**src/rtl/mips_trace_pkg.sv**
```systemverilog
// Shared types for the MIPS retire-trace monitor: FSM states, capture modes,
// event-kind flags and the capture qualifier.
package mips_trace_pkg;

    typedef enum logic [1:0] {
        ST_IDLE  = 2'd0,
        ST_RUN   = 2'd1,
        ST_DRAIN = 2'd2,
        ST_DONE  = 2'd3
    } state_t;

    localparam logic [1:0] MODE_ALL   = 2'd0;
    localparam logic [1:0] MODE_REGWR = 2'd1;
    localparam logic [1:0] MODE_MEMBR = 2'd2;
    localparam logic [1:0] MODE_RSVD  = 2'd3;

    localparam int KIND_REG_BIT = 0;
    localparam int KIND_MEM_BIT = 1;
    localparam int KIND_BR_BIT  = 2;
    localparam int KIND_W       = 3;

    // Bit order matches out_kind: {taken_branch, mem_write, reg_write}.
    typedef struct packed {
        logic taken_branch;
        logic mem_write;
        logic reg_write;
    } kind_t;

    // Reserved mode falls through to capture-everything.
    function automatic logic capture_qualify(input logic [1:0] mode, input kind_t k);
        case (mode)
            MODE_REGWR: return k.reg_write;
            MODE_MEMBR: return k.mem_write | k.taken_branch;
            default:    return 1'b1;
        endcase
    endfunction

endpackage

```
**src/rtl/trace_fifo.sv**
```systemverilog
// First-word-fall-through synchronous FIFO; a pop frees the slot that a
// same-cycle push into a full FIFO needs, so full+push+pop loses nothing.
module trace_fifo #(
    parameter int WIDTH = 8,
    parameter int DEPTH = 16,
    localparam int AW   = $clog2(DEPTH),
    localparam int CW   = $clog2(DEPTH) + 1
) (
    input  logic             clk,
    input  logic             rst_n,
    input  logic             i_flush,
    input  logic             i_push,
    input  logic             i_pop,
    input  logic [WIDTH-1:0] i_data,
    output logic [WIDTH-1:0] o_data,
    output logic             o_valid,
    output logic             o_full,
    output logic [CW-1:0]    o_count
);

    logic [WIDTH-1:0] r_mem [DEPTH];
    logic [AW-1:0]    r_wr_ptr;
    logic [AW-1:0]    r_rd_ptr;
    logic [CW-1:0]    r_count;
    logic             w_empty;
    logic             w_pop_ok;
    logic             w_push_ok;

    assign w_empty   = (r_count == '0);
    assign o_full    = (r_count == CW'(DEPTH));
    assign o_valid   = !w_empty;
    assign o_count   = r_count;
    assign w_pop_ok  = i_pop && !w_empty && !i_flush;
    assign w_push_ok = i_push && (!o_full || w_pop_ok) && !i_flush;

    // Head fields read as zero whenever nothing is queued.
    assign o_data = w_empty ? '0 : r_mem[r_rd_ptr];

    always_ff @(posedge clk or negedge rst_n) begin
        if (!rst_n) begin
            r_wr_ptr <= '0;
            r_rd_ptr <= '0;
            r_count  <= '0;
        end else if (i_flush) begin
            r_wr_ptr <= '0;
            r_rd_ptr <= '0;
            r_count  <= '0;
        end else begin
            if (w_push_ok) r_wr_ptr <= r_wr_ptr + AW'(1);
            if (w_pop_ok)  r_rd_ptr <= r_rd_ptr + AW'(1);
            case ({w_push_ok, w_pop_ok})
                2'b10:   r_count <= r_count + CW'(1);
                2'b01:   r_count <= r_count - CW'(1);
                default: r_count <= r_count;
            endcase
        end
    end

    always_ff @(posedge clk) begin
        if (w_push_ok) r_mem[r_wr_ptr] <= i_data;
    end

endmodule

```
**src/rtl/mips_trace_monitor.sv**
```systemverilog
// Run/cycle-budget controller and retire-event filter sitting beside the MIPS
// core; qualified events are queued in trace_fifo and drained over valid/ready.
module mips_trace_monitor
    import mips_trace_pkg::*;
#(
    parameter int DATA_W   = 32,
    parameter int REG_AW   = 5,
    parameter int DEPTH    = 16,
    parameter int CYC_W    = 16,
    localparam int CNT_W   = $clog2(DEPTH) + 1
) (
    input  logic              clk,
    input  logic              rst,
    input  logic              enable,
    input  logic [1:0]        mode,
    input  logic [CYC_W-1:0]  cycle_limit,
    input  logic [DATA_W-1:0] pc_in,
    input  logic [DATA_W-1:0] instruction,
    input  logic              reg_write,
    input  logic [REG_AW-1:0] write_reg,
    input  logic [DATA_W-1:0] write_data,
    input  logic              mem_write,
    input  logic              branch,
    input  logic              zero,
    output logic              out_valid,
    input  logic              out_ready,
    output logic [DATA_W-1:0] out_pc,
    output logic [DATA_W-1:0] out_instr,
    output logic [REG_AW-1:0] out_reg,
    output logic [DATA_W-1:0] out_data,
    output logic [CYC_W-1:0]  out_cycle,
    output logic [2:0]        out_kind,
    output logic [CNT_W-1:0]  count,
    output logic              overflow,
    output logic              done,
    output logic              busy
);

    typedef struct packed {
        logic [DATA_W-1:0] pc;
        logic [DATA_W-1:0] instr;
        logic [REG_AW-1:0] wreg;
        logic [DATA_W-1:0] data;
        logic [CYC_W-1:0]  cycle;
        kind_t             kind;
    } entry_t;

    localparam int ENTRY_W = $bits(entry_t);

    state_t             r_state;
    logic [CYC_W-1:0]   r_cycle;
    logic               r_overflow;
    logic               r_done;
    logic               r_busy;

    kind_t              w_kind;
    entry_t             w_entry_in;
    entry_t             w_entry_out;
    logic [ENTRY_W-1:0] w_fifo_out;
    logic               w_qual;
    logic               w_pop;
    logic               w_full;
    logic               w_valid;
    logic               w_drop;
    logic               w_flush;
    logic               w_last;
    logic [CNT_W-1:0]   w_count;

    assign w_kind = '{taken_branch: branch & zero, mem_write: mem_write, reg_write: reg_write};

    assign w_entry_in = '{pc:    pc_in,
                          instr: instruction,
                          wreg:  write_reg,
                          data:  write_data,
                          cycle: r_cycle,
                          kind:  w_kind};

    assign w_qual  = (r_state == ST_RUN) && capture_qualify(mode, w_kind);
    assign w_pop   = w_valid && out_ready;
    assign w_drop  = w_qual && w_full && !w_pop;
    assign w_flush = (r_state == ST_IDLE) && enable;
    // A zero limit never matches, so the counter free-runs and wraps.
    assign w_last  = (cycle_limit != '0) && (r_cycle == cycle_limit - CYC_W'(1));

    trace_fifo #(
        .WIDTH (ENTRY_W),
        .DEPTH (DEPTH)
    ) u_fifo (
        .clk     (clk),
        .rst_n   (rst),
        .i_flush (w_flush),
        .i_push  (w_qual),
        .i_pop   (w_pop),
        .i_data  (w_entry_in),
        .o_data  (w_fifo_out),
        .o_valid (w_valid),
        .o_full  (w_full),
        .o_count (w_count)
    );

    always_ff @(posedge clk or negedge rst) begin
        if (!rst) begin
            r_state    <= ST_IDLE;
            r_cycle    <= '0;
            r_overflow <= 1'b0;
            r_done     <= 1'b0;
            r_busy     <= 1'b0;
        end else begin
            case (r_state)
                ST_IDLE: begin
                    if (enable) begin
                        r_state    <= ST_RUN;
                        r_cycle    <= '0;
                        r_overflow <= 1'b0;
                        r_done     <= 1'b0;
                        r_busy     <= 1'b1;
                    end
                end
                ST_RUN: begin
                    r_cycle <= r_cycle + CYC_W'(1);
                    if (w_drop) r_overflow <= 1'b1;
                    if (!enable || w_last) r_state <= ST_DRAIN;
                end
                ST_DRAIN: begin
                    if (w_count == '0) begin
                        r_state <= ST_DONE;
                        r_done  <= 1'b1;
                        r_busy  <= 1'b0;
                    end
                end
                ST_DONE: begin
                    if (!enable) begin
                        r_state <= ST_IDLE;
                        r_done  <= 1'b0;
                    end
                end
                default: r_state <= ST_IDLE;
            endcase
        end
    end

    assign w_entry_out = w_fifo_out;
    assign out_valid   = w_valid;
    assign out_pc      = w_entry_out.pc;
    assign out_instr   = w_entry_out.instr;
    assign out_reg     = w_entry_out.wreg;
    assign out_data    = w_entry_out.data;
    assign out_cycle   = w_entry_out.cycle;
    assign out_kind    = w_entry_out.kind;
    assign count       = w_count;
    assign overflow    = r_overflow;
    assign done        = r_done;
    assign busy        = r_busy;

endmodule

```
**config.mk**
```make
export PLATFORM = sky130hd
export DESIGN_NAME = mips_trace_monitor
export DESIGN_NICKNAME = d
export VERILOG_FILES = /design/src/rtl/mips_trace_pkg.sv /design/src/rtl/trace_fifo.sv /design/src/rtl/mips_trace_monitor.sv
export SDC_FILE = /design/constraint.sdc
export NUM_CORES = 2
export LEC_CHECK = 0
export BUFFER_PORTS_ARGS = -buffer_cell sky130_fd_sc_hd__buf_2
export CAP_MARGIN = 10
export CORE_ASPECT_RATIO = 2
export CORE_UTILIZATION = 40
export CTS_BUF_LIST = sky130_fd_sc_hd__clkbuf_4 sky130_fd_sc_hd__clkbuf_8 sky130_fd_sc_hd__clkbuf_16
export CTS_CLUSTER_DIAMETER = 50
export DETAILED_ROUTE_END_ITERATION = 10
export SETUP_SLACK_MARGIN = 0.1
export SLEW_MARGIN = 20
export SYNTH_ARGS = -nofsm -noshare
export SYNTH_HDL_FRONTEND = slang
export SYNTH_SLANG_ARGS = --single-unit
```
**constraint.sdc**
```tcl
create_clock -name clk -period 44.4 [get_ports clk]
set_clock_uncertainty 0.1 [all_clocks]
set_input_delay 2.22 -clock clk [delete_from_list [all_inputs] [get_ports clk]]
set_output_delay 2.22 -clock clk [all_outputs]
set_load 0.02 [all_outputs]
```
==> Word level (Yosys, flattened, before mapping) <==
Memories as Yosys holds them, arrays and structs flattened.
Index checks and enable logic that the tools add are counted.
{ "word_totals": {"regBits": 34, "latchBits": 0, "ram_bits": 1920, "rom_bits": 0, "inputBits": 127, "output_inout_bits": 129, "wordCells": 88, "memories": 1} }
{ "classes": {"n_addsub": 6, "n_mul": 0, "div_mod_pow": 0, "order_cmp": 0, "eq_ne": 14, "shifts": 0, "n_mux": 26, "bitwise": 2, "n_reduce_logical": 31} }
{ "memory_table": {"columns": ["name", "words", "width", "rd", "rd_ports_with_merged_regs", "wr", "line", "source"], "rows": [
  ["u_fifo.r_mem", 16, 120, 1, 0, 1, "trace_fifo.sv:21", "logic [WIDTH-1:0] r_mem [DEPTH];"]
]} }
{ "ops": {"columns": ["op", "n"], "rows": [
  ["$mux 120", 1],
  ["$pmux 16 s2", 1],
  ["$add 16x1->16 const B", 1],
  ["$eq 16x16->1", 1],
  ["$mux 16", 1],
  ["$mux 4", 4],
  ["$reduce_bool 16->1", 1],
  ["$sub 16x1->16 const B", 1],
  ["$logic_and 1x1->1", 10],
  ["$pmux 5 s2", 1],
  ["$add 4x1->4 const B", 2],
  ["$eq 2x2->1 const B", 4],
  ["$mux 1", 8],
  ["$mux 2", 4],
  ["$pmux 2 s4", 1],
  ["$reduce_and 4->1", 2],
  ["$reduce_bool 2->1", 4],
  ["$eq 2x1->1 const B", 3],
  ["$ne 2x2->1 const B", 3],
  ["$pmux 1 s2", 3],
  ["$reduce_and 3->1", 2],
  ["$reduce_bool 3->1", 2],
  ["$add 5x1->5 const B", 1],
  ["$eq 5x5->1 const B", 1],
  ["11 further kinds", 17]
]} }

==> Longest topological paths before layout <==
{ "logic_depth": {"ltp_word": 11, "depth_mapped": 15, "depth_no_buf": 15} }

==> Cells and area by module <==
From an unflattened synthesis, not the netlist that was laid out.
{ "hier_totals": {"hier_cells": 3258, "hier_area_um2": 75124.6} }
{ "modules_own_cells": {"columns": ["module", "n_inst", "cells_per_inst", "area_each_um2", "seq_area_each_um2"], "rows": [
  ["trace_fifo", 1, 3057, 73429.2, 57980.6],
  ["mips_trace_monitor", 1, 201, 1695.4, 525.5]
]} }

==> Worst setup path after synthesis <==
Ideal clock, no wire load.
{ "synth_timing": {"path_type": "in2reg", "start": "in branch", "end": "mem u_fifo.r_mem[3][0] (netlist name) (enable)", "setup_time_ns": 0.894, "arrival_time_ns": 14.872, "required_time_ns": 43.406, "path_slack_ns": 28.534, "stages": 6, "n_path_buf": 0, "cell_sequence": "and2_1 -> o21ai_0 -> a21bo_2 -> a31oi_1 -> nand2_1 -> nor4_1"} }
{ "synth_between": {"elab_chain_cells": 8} }
{ "synth_rtl": {"columns": ["element", "line", "source"], "rows": [
  ["start: declaration", "mips_trace_monitor.sv:23", "input logic branch,"],
  ["$and 1x1->1", "mips_trace_monitor.sv:69", "assign w_kind = '{taken_branch: branch & zero, mem_write: mem_write, reg_write: reg_write};"],
  ["$or 1x1->1", "mips_trace_pkg.sv:33", "MODE_MEMBR: return k.mem_write | k.taken_branch;"],
  ["$pmux 1 s2", "mips_trace_pkg.sv:31", "case (mode)"],
  ["$logic_and 1x1->1", "mips_trace_monitor.sv:78", "assign w_qual = (r_state == ST_RUN) && capture_qualify(mode, w_kind);"],
  ["$logic_and 1x1->1 (2 in a row)", "trace_fifo.sv:34", "assign w_push_ok = i_push && (!o_full || w_pop_ok) && !i_flush;"],
  ["$mux 1", "trace_fifo.sv:60", "if (w_push_ok) r_mem[r_wr_ptr] <= i_data;"],
  ["$mux 1 (implied by the code)", "trace_fifo.sv:60", null],
  ["end: declaration", "trace_fifo.sv:21", null]
]} }
No other way between the ends.

==> Worst setup path in the final report <==
{ "layout_timing": {"start": "reg u_fifo.r_rd_ptr[1]", "end": "out out_instr[17]"} }
{ "layout_between": {"elab_chain_cells": 2} }
{ "layout_rtl": {"columns": ["element", "line", "source"], "rows": [
  ["start: declaration", "trace_fifo.sv:23", "logic [AW-1:0] r_rd_ptr;"],
  ["start signal: assignment", "trace_fifo.sv:50", "if (w_pop_ok) r_rd_ptr <= r_rd_ptr + AW'(1);"],
  ["$mem_v2 16x120", null, null],
  ["$mux 120", "trace_fifo.sv:37", "assign o_data = w_empty ? '0 : r_mem[r_rd_ptr];"],
  ["end: declaration", "mips_trace_monitor.sv:28", "output logic [DATA_W-1:0] out_instr,"]
]} }
No other way between the ends.

==> insert_results.sql <==
INSERT INTO impl_metrics (metric_group, metric, value, unit) VALUES
('timing', 'final.min_clock_period', '8.16', 'ns'),
('drt', 'drt_first_iter_violations', '2776', ''),
('timing', 'timing.final.setup_violations', '0', ''),
('clocking', 'library_cell_used_as_clock_root_buffer', 'clkbuf_16', ''),
('outcome', 'status', 'finished, final reports clean', ''),
('pwr', 'power.static_leakage', '26.7', 'nW'),
('clocking', 'post_cts.repair.setup_buffers', '0', ''),
('critical_path', 'worst_ep_required_time', '42.08', 'ns'),
('critical_path', 'worst-path-max-fanout', '68', ''),
('pwr', 'power.share.combinational', '28.2', '%'),
('yosys', 'sequential_share_of_the_synthesized_area', '78.0', '%'),
('run', 'max_cap_viol_count', '0', ''),
('timing', 'fin_crit_sh', '18.4', '%'),
('global_routing', 'grt_first_pass_wirelength', '260000', 'um'),
('pwr', 'p_seq_share', '41.7', '%'),
('yosys', 'yosys-top-cells-area', 'edfxtp_1 (77%), mux4_2 (18%), dfrtp_1 (1.1%)', ''),
('critical_path', 'cp_data_arrival_time', '5.84', 'ns'),
('pwr', 'netSwitchingFraction', '29.4', '%'),
('final_layout', 'final_non_filler_cells', '6068', ''),
('final_layout', 'final_common_cell', 'edfxtp_1', ''),
('yosys', 'syn_area_per_cell', '24.3', 'sq um'),
('timing', 'rsz_0062_raised_after_global_routing', 'false', ''),
('global_routing', 'track_usage', '19.2', '%'),
('drt', 'route.detailed.drc', '0', ''),
('global_routing', 'globalRouteMet3Util', '3.83', '%'),
('global_routing', 'globalRouteMet2Util', '33.2', '%'),
('clocking', 'hold_buffers', '0', ''),
('timing', 'tns', '0', 'ns'),
('placed_design', 'placedCellCount', '5741', ''),
('clocking', 'tritoncts.num_buffers', '180', ''),
('yosys', 'asyncSetResetFlopFracSynth', '1.74', '%'),
('yosys', 'synth_register_bits', '1954', ''),
('timing', 'hold_viol_final', '0', ''),
('yosys', 'post-synth-top-area-fraction', '76.8', '%'),
('clocking', 'cts_tree', 'built', ''),
('timing', 'timing_max_transition_violations_final', '0', ''),
('timing', 'slew_headroom', '29.8', '%'),
('placed_design', 'hpwlAfterDp', '93600', 'um'),
('global_routing', 'grt.met1_usage', '24.4', '%'),
('floorplanning', 'die-width', '308', 'um'),
('drt', 'vias', '33900', ''),
('yosys', 'synth_cell_type_count', '48', ''),
('clocking', 'htree_levels', '4', ''),
('drt', 'detailedRoute.firstPassIterationCount', '5', ''),
('global_routing', 'global_route.overflow_total', '0', ''),
('floorplanning', 'io_pins', '256', ''),
('global_routing', 'first_global_vias', '36300', ''),
('yosys', 'synthesis.nets', '3237', ''),
('yosys', 'post_synth_instance_area', '75000', 'sq um'),
('hold_path', 'worst_hold_path_type', 'reg -> reg', ''),
('global_routing', 'grt_max_degree', '138', ''),
('pwr', 'p_clk_share', '30.0', '%'),
('pwr', 'power_report.internal_total', '0.00365', 'W'),
('floorplanning', 'dieArea', '189000', 'sq um'),
('yosys', 'dominantRegCellSynth', 'edfxtp_1', ''),
('clocking', 'clock-sinks', '1954', ''),
('yosys', 'number_of_synthesis_warnings', '0', ''),
('final_layout', 'commonest_cells_after_routing_fill_and_taps_aside', 'edfxtp_1 (1,920), mux4_2 (600), buf_2 (255)', ''),
('drt', 'detail_route.vias_per_cell', '5.58', ''),
('critical_path', 'cp-end-kind', 'primary output', ''),
('final_layout', 'finalNetCount', '3584', ''),
('floorplanning', 'placement_rows', '224', ''),
('timing', 'pin_slew_with_the_least_headroom_to_its_limit', '1.05', 'ns'),
('floorplanning', 'placeableCoreArea', '186000', 'sq um'),
('clocking', 'max-clock-path-buffers', '4', ''),
('final_layout', 'layout-area-overhead-vs-synth', '13.9', '%'),
('pwr', 'worst_ir_drop_vdd', '58.0', 'uV'),
('clocking', 'clk-insertion-delay-late', '0.83', 'ns'),
('yosys', 'syn_inst', '3090', ''),
('global_routing', 'initial_antenna_violation_count', '43', ''),
('pwr', 'switching_power', '0.00152', 'W');
-- metal layers --
layer	part of all wire [%]	wire [um]
met1	39	70800
met2	52	94500
met4	2.6	4700
met5	0.11	200
met3	5.9	10700
-- cell usage after synthesis, drive strengths merged, types with 9 or more instances --
master / n
a21oi: 18
and2: 122
buf: 38
clkbuf: 123
dfrtp: 34
edfxtp: 1920
ha: 19
inv: 16
mux4: 600
nand2: 17
nand3: 12
nor2: 52
or3: 9
xnor2: 17
xor2: 22
-- critical path, stage by stage, from the launching register on --
cell     delay [ns]
dfrtp_4        0.97
buf_4          0.86
buf_4          0.87
buf_4          0.90
mux4_2         0.42
mux4_2         0.48
and2_1         0.23
buf_2          0.19
-- power by group through the flow --
stage | Combinational, W | Sequential [W] | Clock (W)
finish | 0.00146 | 0.00216 | 0.00155
global route | 0.00157 | 0.00217 | 0.00165
CTS | 0.00151 | 0.00216 | 0.00159
detailed placement | 0.00151 | 0.00220 | 0
global placement | 0.00150 | 0.00220 | 0
floorplan | 0.00104 | 0.00217 | 0
-- per-stage QoR --
stage	hold WS, ns	util (%)	worst slack [ns]	power (W)	area (sq um)
6_report	0.477	45.9	36.24	0.00517	85500
3_5_place_dp	0.459	42.8	36.88	0.00371	79600
2_1_floorplan	0.433	-	28.53	0.00321	75000
3_3_place_gp	0.429	42.8	36.93	0.00370	79600
5_1_grt	0.502	45.9	35.96	0.00539	85400
4_1_cts	0.470	45.9	36.01	0.00526	85400
-- path summary, 6_finish.rpt --
kind                                                 from                              to  slack, ns  depth (start not counted)
max reg2reg                 u_fifo.o_count[4]$_DFFE_PN0P_   u_fifo.r_mem[8][86]$_DFFE_PP_      39.15                          7
min reg2reg                              busy$_DFFE_PN0P_                busy$_DFFE_PN0P_       0.48                          2
min in group asynchronous                             rst  u_fifo.r_wr_ptr[3]$_DFFE_PN0P_       1.42                          1
min                                      busy$_DFFE_PN0P_                busy$_DFFE_PN0P_       0.48                          2
max in group asynchronous                             rst  u_fifo.r_rd_ptr[2]$_DFFE_PN0P_      42.08                          1
max                        u_fifo.r_rd_ptr[1]$_DFFE_PN0P_                   out_instr[17]      36.24                          7
-- state kept, by name, summed over array words and instances, names as in the netlist --
name             flops
busy                 1
done                 1
overflow             1
r_cycle             16
r_state              2
u_fifo.o_count       5
u_fifo.r_mem      1920
u_fifo.r_rd_ptr      4
u_fifo.r_wr_ptr      4
-- layout make-up --
cell class                 instances  area (sq um)  share of cell area [%]
sequential                      1954         58500                    68.5
multi-input combinational        959         16000                    18.7
clock buffer                     216          4790                    5.61
tap                             2486          3110                    3.64
timing repair buffer             326          1890                    2.21
clock inverter                    99          1070                    1.25
inverter                          16          60.1                  0.0703
antenna                           12          30.0                  0.0351
-- cells by family (layout without fill, tap and decap cells) --
group                    count (synthesis)  count (layout)  synth area share, %
AO/OA/AOI/OAI                           46              46                0.395
XOR/XNOR                                39              39                0.455
AND/OR/NAND/NOR                        247             247                 1.85
flip-flops                            1954            1954                 78.0
other                                    0              12                    0
buffers and inverters                  177             657                0.887
multiplexers                           607             607                 18.1
adder cells (fa/ha/maj)                 20              20                0.343
No activity file was read; power rests on OpenSTA's default activity.
